**src/rtl/muldiv_pkg.sv**
```systemverilog
// Shared types and constants for the RV32M multiply/divide unit.
// Also supplies the ALU op-select macros when no external definitions are present.
`ifndef ALU_OP_WIDTH
  `define ALU_OP_WIDTH 4
  `define ALU_MUL      4'h0
  `define ALU_MULH     4'h1
  `define ALU_MULSHU   4'h2
  `define ALU_MULHU    4'h3
  `define ALU_DIV      4'h4
  `define ALU_DIVU     4'h5
  `define ALU_REM      4'h6
  `define ALU_REMU     4'h7
`endif

package muldiv_pkg;
  localparam int MULDIV_XLEN = 32;
  localparam int OP_W        = `ALU_OP_WIDTH;

  localparam logic [MULDIV_XLEN-1:0] DIV_BY_ZERO_Q = '1;
  localparam logic [MULDIV_XLEN-1:0] INT_MIN       = 32'h8000_0000;

  localparam logic [1:0] CLS_MUL = 2'b01;
  localparam logic [1:0] CLS_DIV = 2'b10;

  localparam logic [OP_W-1:0] OP_MUL    = `ALU_MUL;
  localparam logic [OP_W-1:0] OP_MULH   = `ALU_MULH;
  localparam logic [OP_W-1:0] OP_MULSHU = `ALU_MULSHU;
  localparam logic [OP_W-1:0] OP_MULHU  = `ALU_MULHU;
  localparam logic [OP_W-1:0] OP_DIV    = `ALU_DIV;
  localparam logic [OP_W-1:0] OP_DIVU   = `ALU_DIVU;
  localparam logic [OP_W-1:0] OP_REM    = `ALU_REM;
  localparam logic [OP_W-1:0] OP_REMU   = `ALU_REMU;

  typedef enum logic [1:0] {ST_IDLE, ST_MUL, ST_DIV, ST_FIX} muldiv_state_e;

  // Only multiply and divide classes start an operation; 00 and 11 are ignored.
  function automatic logic is_muldiv_class(input logic [1:0] cls);
    return (cls == CLS_MUL) || (cls == CLS_DIV);
  endfunction

  function automatic logic op_div_signed(input logic [OP_W-1:0] op);
    return (op == OP_DIV) || (op == OP_REM);
  endfunction

  function automatic logic op_is_rem(input logic [OP_W-1:0] op);
    return (op == OP_REM) || (op == OP_REMU);
  endfunction
endpackage

```
**src/rtl/muldiv_divider.sv**
```systemverilog
// Unsigned restoring divider, one quotient bit per cycle.
// start_i loads operands; done_o is high in the cycle whose edge performs the last step,
// after which quotient_o/remainder_o hold the result until the next start.
module muldiv_divider
  import muldiv_pkg::*;
#(
  parameter int XLEN      = MULDIV_XLEN,
  parameter int DIV_CNT_W = $clog2(XLEN) + 1
) (
  input  logic            clk_i,
  input  logic            rst_i,
  input  logic            start_i,
  input  logic            kill_i,
  input  logic [XLEN-1:0] dividend_i,
  input  logic [XLEN-1:0] divisor_i,
  output logic            done_o,
  output logic [XLEN-1:0] quotient_o,
  output logic [XLEN-1:0] remainder_o
);
  logic [XLEN-1:0]      quo_q, quo_d, rem_q, rem_d, dsr_q, dsr_d;
  logic [DIV_CNT_W-1:0] cnt_q, cnt_d;
  logic                 active_q, active_d;
  logic [XLEN:0]        rem_sh, diff;

  assign rem_sh      = {rem_q, quo_q[XLEN-1]};
  assign diff        = rem_sh - {1'b0, dsr_q};
  assign done_o      = active_q && (cnt_q == DIV_CNT_W'(XLEN - 1));
  assign quotient_o  = quo_q;
  assign remainder_o = rem_q;

  // Load on start, then shift-subtract; a negative trial difference restores the remainder.
  always_comb begin
    quo_d    = quo_q;
    rem_d    = rem_q;
    dsr_d    = dsr_q;
    cnt_d    = cnt_q;
    active_d = active_q;
    if (kill_i) begin
      cnt_d    = '0;
      active_d = 1'b0;
    end else if (start_i) begin
      quo_d    = dividend_i;
      rem_d    = '0;
      dsr_d    = divisor_i;
      cnt_d    = '0;
      active_d = 1'b1;
    end else if (active_q) begin
      if (!diff[XLEN]) begin
        rem_d = diff[XLEN-1:0];
        quo_d = {quo_q[XLEN-2:0], 1'b1};
      end else begin
        rem_d = rem_sh[XLEN-1:0];
        quo_d = {quo_q[XLEN-2:0], 1'b0};
      end
      cnt_d = cnt_q + 1'b1;
      if (done_o) active_d = 1'b0;
    end
  end

  // Iteration state registers.
  always_ff @(posedge clk_i or posedge rst_i) begin
    if (rst_i) begin
      quo_q    <= '0;
      rem_q    <= '0;
      dsr_q    <= '0;
      cnt_q    <= '0;
      active_q <= 1'b0;
    end else begin
      quo_q    <= quo_d;
      rem_q    <= rem_d;
      dsr_q    <= dsr_d;
      cnt_q    <= cnt_d;
      active_q <= active_d;
    end
  end
endmodule

```
**src/rtl/muldiv_unit.sv**
```systemverilog
// RV32M EX-stage multiply/divide unit: single-cycle multiply, iterative divide,
// special-case divides resolved directly in the FIX state.
// Optional: MULDIV_REM_FUSE_EN caches the last iterated divide so a matching
// DIV/REM pair only iterates once.
module muldiv_unit
  import muldiv_pkg::*;
#(
  parameter int XLEN      = MULDIV_XLEN,
  parameter int DIV_CNT_W = $clog2(XLEN) + 1
) (
  input  logic                     clk_i,
  input  logic                     rst_i,
  input  logic                     valid_i,
  input  logic [1:0]               is_muldiv_i,
  input  logic [`ALU_OP_WIDTH-1:0] alu_op_i,
  input  logic [XLEN-1:0]          operand_a_i,
  input  logic [XLEN-1:0]          operand_b_i,
  input  logic                     flush_i,
  output logic                     ready_o,
  output logic                     busy_o,
  output logic                     valid_o,
  output logic [XLEN-1:0]          result_o
);
  muldiv_state_e           state_q, state_d;
  logic [OP_W-1:0]         op_q, op_d;
  logic [XLEN-1:0]         a_q, a_d, b_q, b_d, result_q, result_d, fix_res_q, fix_res_d;
  logic                    q_neg_q, q_neg_d, r_neg_q, r_neg_d, direct_q, direct_d, valid_q, valid_d;

  logic                    accept, in_signed, in_rem, in_div0, in_ovf;
  logic [XLEN-1:0]         abs_a, abs_b, spec_res, q_fix, r_fix, div_quo, div_rem;
  logic                    div_start, div_done, cache_hit;
  logic [XLEN-1:0]         cache_res;

  logic [2*XLEN+1:0]       a_ext, b_ext, prod;
  logic [1:0]              prod_unused;
  logic [XLEN-1:0]         mul_res;

  assign ready_o  = (state_q == ST_IDLE);
  assign busy_o   = (state_q != ST_IDLE);
  assign valid_o  = valid_q;
  assign result_o = result_q;

  // Request decode, taken straight from the ID/EX inputs in the accept cycle.
  assign accept    = valid_i && ready_o && is_muldiv_class(is_muldiv_i) && !flush_i;
  assign in_signed = op_div_signed(alu_op_i);
  assign in_rem    = op_is_rem(alu_op_i);
  assign in_div0   = (operand_b_i == '0);
  assign in_ovf    = in_signed && (operand_a_i == INT_MIN) && (operand_b_i == DIV_BY_ZERO_Q);
  assign abs_a     = (in_signed && operand_a_i[XLEN-1]) ? -operand_a_i : operand_a_i;
  assign abs_b     = (in_signed && operand_b_i[XLEN-1]) ? -operand_b_i : operand_b_i;
  assign spec_res  = in_div0 ? (in_rem ? operand_a_i : DIV_BY_ZERO_Q)
                             : (in_rem ? '0 : INT_MIN);

  // Multiply on the latched operands; extension to 2*XLEN+2 covers every signedness mix.
  assign a_ext       = {{(XLEN+2){((op_q == OP_MULH) || (op_q == OP_MULSHU)) && a_q[XLEN-1]}}, a_q};
  assign b_ext       = {{(XLEN+2){(op_q == OP_MULH) && b_q[XLEN-1]}}, b_q};
  assign prod        = a_ext * b_ext;
  assign prod_unused = prod[2*XLEN+1:2*XLEN];
  assign mul_res     = (op_q == OP_MUL) ? prod[XLEN-1:0] : prod[2*XLEN-1:XLEN];

  // Sign fix-up of the unsigned divider result.
  assign q_fix = q_neg_q ? -div_quo : div_quo;
  assign r_fix = r_neg_q ? -div_rem : div_rem;

  muldiv_divider #(.XLEN(XLEN), .DIV_CNT_W(DIV_CNT_W)) u_div (
    .clk_i       (clk_i),
    .rst_i       (rst_i),
    .start_i     (div_start),
    .kill_i      (flush_i),
    .dividend_i  (abs_a),
    .divisor_i   (abs_b),
    .done_o      (div_done),
    .quotient_o  (div_quo),
    .remainder_o (div_rem)
  );

`ifdef MULDIV_REM_FUSE_EN
  logic            cache_vld_q, cache_vld_d, cache_sgn_q, cache_sgn_d;
  logic [XLEN-1:0] cache_a_q, cache_a_d, cache_b_q, cache_b_d;
  logic [XLEN-1:0] cache_quo_q, cache_quo_d, cache_rem_q, cache_rem_d;
  logic            fix_commit, mul_accept;

  assign fix_commit = (state_q == ST_FIX) && !flush_i && !direct_q;
  assign mul_accept = accept && (is_muldiv_i == CLS_MUL);
  assign cache_hit  = cache_vld_q && (cache_sgn_q == in_signed) &&
                      (cache_a_q == operand_a_i) && (cache_b_q == operand_b_i);
  assign cache_res  = in_rem ? cache_rem_q : cache_quo_q;

  // Capture both results of every iterated divide; drop them on flush or any multiply.
  always_comb begin
    cache_vld_d = cache_vld_q;
    cache_sgn_d = cache_sgn_q;
    cache_a_d   = cache_a_q;
    cache_b_d   = cache_b_q;
    cache_quo_d = cache_quo_q;
    cache_rem_d = cache_rem_q;
    if (fix_commit) begin
      cache_vld_d = 1'b1;
      cache_sgn_d = op_div_signed(op_q);
      cache_a_d   = a_q;
      cache_b_d   = b_q;
      cache_quo_d = q_fix;
      cache_rem_d = r_fix;
    end
    if (mul_accept || flush_i) cache_vld_d = 1'b0;
  end

  // Divide result cache registers.
  always_ff @(posedge clk_i or posedge rst_i) begin
    if (rst_i) begin
      cache_vld_q <= 1'b0;
      cache_sgn_q <= 1'b0;
      cache_a_q   <= '0;
      cache_b_q   <= '0;
      cache_quo_q <= '0;
      cache_rem_q <= '0;
    end else begin
      cache_vld_q <= cache_vld_d;
      cache_sgn_q <= cache_sgn_d;
      cache_a_q   <= cache_a_d;
      cache_b_q   <= cache_b_d;
      cache_quo_q <= cache_quo_d;
      cache_rem_q <= cache_rem_d;
    end
  end
`else
  assign cache_hit = 1'b0;
  assign cache_res = '0;
`endif

  // FSM next state, operand latching and registered result/valid.
  always_comb begin
    state_d   = state_q;
    op_d      = op_q;
    a_d       = a_q;
    b_d       = b_q;
    q_neg_d   = q_neg_q;
    r_neg_d   = r_neg_q;
    direct_d  = direct_q;
    fix_res_d = fix_res_q;
    result_d  = result_q;
    valid_d   = 1'b0;
    div_start = 1'b0;
    unique case (state_q)
      ST_IDLE: begin
        if (accept) begin
          op_d = alu_op_i;
          a_d  = operand_a_i;
          b_d  = operand_b_i;
          if (is_muldiv_i == CLS_MUL) begin
            state_d = ST_MUL;
          end else if (in_div0 || in_ovf) begin
            fix_res_d = spec_res;
            direct_d  = 1'b1;
            state_d   = ST_FIX;
          end else if (cache_hit) begin
            fix_res_d = cache_res;
            direct_d  = 1'b1;
            state_d   = ST_FIX;
          end else begin
            q_neg_d   = in_signed && (operand_a_i[XLEN-1] ^ operand_b_i[XLEN-1]);
            r_neg_d   = in_signed && operand_a_i[XLEN-1];
            direct_d  = 1'b0;
            div_start = 1'b1;
            state_d   = ST_DIV;
          end
        end
      end
      ST_MUL: begin
        state_d = ST_IDLE;
        if (!flush_i) begin
          result_d = mul_res;
          valid_d  = 1'b1;
        end
      end
      ST_DIV: begin
        if (flush_i)       state_d = ST_IDLE;
        else if (div_done) state_d = ST_FIX;
      end
      ST_FIX: begin
        state_d = ST_IDLE;
        if (!flush_i) begin
          result_d = direct_q ? fix_res_q : (op_is_rem(op_q) ? r_fix : q_fix);
          valid_d  = 1'b1;
        end
      end
      default: state_d = ST_IDLE;
    endcase
  end

  // Control and datapath registers.
  always_ff @(posedge clk_i or posedge rst_i) begin
    if (rst_i) begin
      state_q   <= ST_IDLE;
      op_q      <= '0;
      a_q       <= '0;
      b_q       <= '0;
      q_neg_q   <= 1'b0;
      r_neg_q   <= 1'b0;
      direct_q  <= 1'b0;
      fix_res_q <= '0;
      result_q  <= '0;
      valid_q   <= 1'b0;
    end else begin
      state_q   <= state_d;
      op_q      <= op_d;
      a_q       <= a_d;
      b_q       <= b_d;
      q_neg_q   <= q_neg_d;
      r_neg_q   <= r_neg_d;
      direct_q  <= direct_d;
      fix_res_q <= fix_res_d;
      result_q  <= result_d;
      valid_q   <= valid_d;
    end
  end
endmodule

```
**config.mk**
```make
export PLATFORM = sky130hd
export DESIGN_NAME = muldiv_unit
export DESIGN_NICKNAME = d
export VERILOG_FILES = /design/src/rtl/muldiv_pkg.sv /design/src/rtl/muldiv_divider.sv /design/src/rtl/muldiv_unit.sv
export SDC_FILE = /design/constraint.sdc
export NUM_CORES = 2
export LEC_CHECK = 0
export BUFFER_PORTS_ARGS = -buffer_cell sky130_fd_sc_hd__buf_2
export CORE_MARGIN = 2
export CORE_UTILIZATION = 60
export CTS_CLUSTER_DIAMETER = 120
export DETAILED_ROUTE_END_ITERATION = 8
export PLACE_DENSITY_LB_ADDON = 0.25
export SETUP_SLACK_MARGIN = 0.3
export SYNTH_ARGS = -nofsm -noshare
export SYNTH_HDL_FRONTEND = slang
export SYNTH_SLANG_ARGS = --single-unit
export TNS_END_PERCENT = 5
```
**constraint.sdc**
```tcl
create_clock -name clk_i -period 12.15 [get_ports clk_i]
set_input_delay 1.215 -clock clk_i [delete_from_list [all_inputs] [get_ports clk_i]]
set_output_delay 1.215 -clock clk_i [all_outputs]
set_load 0.03 [all_outputs]
```
==> flow_summary.json <==
{
  "drv_cap": 0,
  "drive_above_1_share_pct": 5.88,
  "insertion_delay_ns": 0.58,
  "vias": 41000,
  "dp_hpwl_um": 115000,
  "hold_path.startpoint": "result_o[7]",
  "area_growth_pct": 4.14,
  "final_common_cell": "inv_1",
  "fin_util_pct": 62.9,
  "fin_nets": 7386,
  "layout_common_cells": "inv_1, fa_1, nand2_1",
  "synth_edf_count": 0,
  "fp.dieH_um": 302,
  "yosysTopAreaCellShare_pct": 42.3,
  "cts_buffer_depth": 3,
  "tritoncts": "built",
  "synth.area.top_cells": "fa_1, dfrtp_1, inv_1",
  "hold_class": "flop to flop",
  "syn_area_per_cell_um2": 8.79,
  "ys_ff_latch": 241,
  "fin_skew_ns": 0.0243,
  "r2r_slack_ns": 1.98,
  "cts_setup_buffers": 0,
  "grt-ovfl-total": 0,
  "initialDrtViolationCount": 2970,
  "ys_seq_area_share_pct": 11.3,
  "async_reset_ff_share_pct": 100,
  "cts_resized": 0,
  "hold_buffers": 0,
  "io_buffers": 108,
  "die_w_um": 302,
  "cp.arrival_ns": 10.62,
  "hold_path_depth": 2,
  "crit_path_frequent_cell": "fa_1",
  "reg2reg_to": "result_o[31]",
  "status": "finished, final reports clean",
  "cp_slowest_cell": "and3_1",
  "globalplace.congestion": 0.961,
  "clkTransAtPathRegs_ns": 0.06,
  "finalCritPeriodShare_pct": 83.7,
  "fin_ws_ns": 1.98,
  "synth_top_area_cell": "fa_1",
  "final-max-slew-violation-count": 0,
  "yosysWarnings": 0,
  "routedWlPerCell_um": 20.0,
  "hold_ws_ns": 0.476,
  "root_buffer": "clkbuf_16",
  "crit_family": "adder cells",
  "rsz0062_at_grt": "no",
  "crit_type": "flop to flop",
  "max_slew_margin_pct": 12.3,
  "tightest_slew_ns": 1.32,
  "rows": 109,
  "dieArea_um2": 91300,
  "cp_max_fo": 31,
  "setup_tns_ns": 0,
  "drc": 0,
  "vias_per_cell": 5.76,
  "postRouteWirelength_um": 142000,
  "grt_usage_pct": 32.6,
  "initial_core_util_pct": 60.4,
  "finalSetupViolCount": 0,
  "ioPinCount": 109,
  "dp_worst_setup_slack_ns": 1.98,
  "grt_max_degree": 98,
  "grt_pass1_wl_um": 233000,
  "htreeDepth": 1,
  "cts_made_buffers": 27,
  "netlist_area_um2": 53300,
  "finalHoldViolations": 0,
  "clock_sinks": 241,
  "worst_ep_required_time_ns": 12.59,
  "r2r_cells": 26,
  "core_um2": 88200,
  "cp-end-kind": "flop",
  "timing.rr.start": "op_q[1]",
  "drt-pass1-iter-count": 5,
  "start_kind": "flop",
  "antenna_found_initial": 6,
  "ant_nets": 0,
  "syn-num-nets": 7513,
  "fin_crit_ns": 10.17,
  "synthCells": 6062,
  "synthFlopType": "dfrtp_1",
  "max_freq_mhz": 98.3,
  "cpPeakStageDelay_ns": 1.05,
  "crit_buf_inv": 5,
  "grt_pass1_vias": 43100,
  "min_to": "result_o[7]",
  "yosysUniqueCellTypes": 76
}
## Yosys cell counts (all sizes together) (6+ instances only)
cell type	instances
a22o	6
nand4	26
a221oi	7
a311oi	6
a21o	59
a31oi	14
nor2	217
mux2i	11
clkbuf	330
a21oi	173
nand2b	18
xnor2	106
fa	1126
o21a	14
o31ai	38
nand2	1045
and2	323
nor3	41
o31a	6
inv	1221
o22ai	14
o21bai	11
mux2	65
nand3	32
o211ai	12
dfrtp	241
a211oi	35
ha	251
xor2	108
nor2b	7
nor4	16
or2	21
buf	22
nand3b	6
or3	22
or4	19
a2111oi	7
o41ai	20
o21ai	281
and3	22
## worst max path at each step
stage | start | end | cells past startpoint
6_report | op_q[1] | result_o[31] | 26
5_1_grt | op_q[1] | result_o[31] | 26
4_1_cts | op_q[1] | result_o[31] | 26
3_5_place_dp | op_q[1] | result_o[31] | 26
3_3_place_gp | op_q[1] | result_o[31] | 26
2_1_floorplan | op_q[1] | result_o[31] | 30
## state kept, by name, summed over array words and instances (netlist names), 2 cells and up
signal             count
result_o              32
state_q                2
u_div.quotient_o      32
u_div.cnt_q            6
u_div.remainder_o     32
u_div.dsr_q           32
op_q                   4
b_q                   32
a_q                   32
fix_res_q             32
## per-layer routing
metal,GRT usage (%),wire length (um)
met3,4.41,10300
met1,43.7,56800
met5,0,0
met2,54.4,68600
met4,12.8,6470
## worst min-delay path, stage by stage, from the launching register on
cell and delay (ns):
dfrtp_1 0.33, nand2_1 0.04, o21ai_0 0.06
## cell type report
cell class                 count  area, um2
antenna                        2       5.00
clock buffer                  39        811
clock inverter                 7       83.8
fill                        7458      32700
inverter                    1222       4590
multi-input combinational   4247      41300
sequential                   241       6040
tap                         1165       1460
timing repair buffer         196       1200
## stage by stage
step,cells,instance area [um2]
6_report,7119,55500
5_1_grt,7118,55500
4_1_cts,7117,55500
3_5_place_dp,7071,54600
3_3_place_gp,7071,54600
2_1_floorplan,6062,53300
## logic make-up after synthesis
kind of cell,share of synthesized area (%)
and+or+nand+nor,15.7
buffers and inverters,11.2
adders and majority gates,48.2
AOI/OAI and AO/OA,8.46
DFF,11.3
xor gates and xnor gates,3.52
muxes,1.58
Power is not shown: default switching activity piles up to over one toggle a cycle in this logic, so the estimate is an artifact.
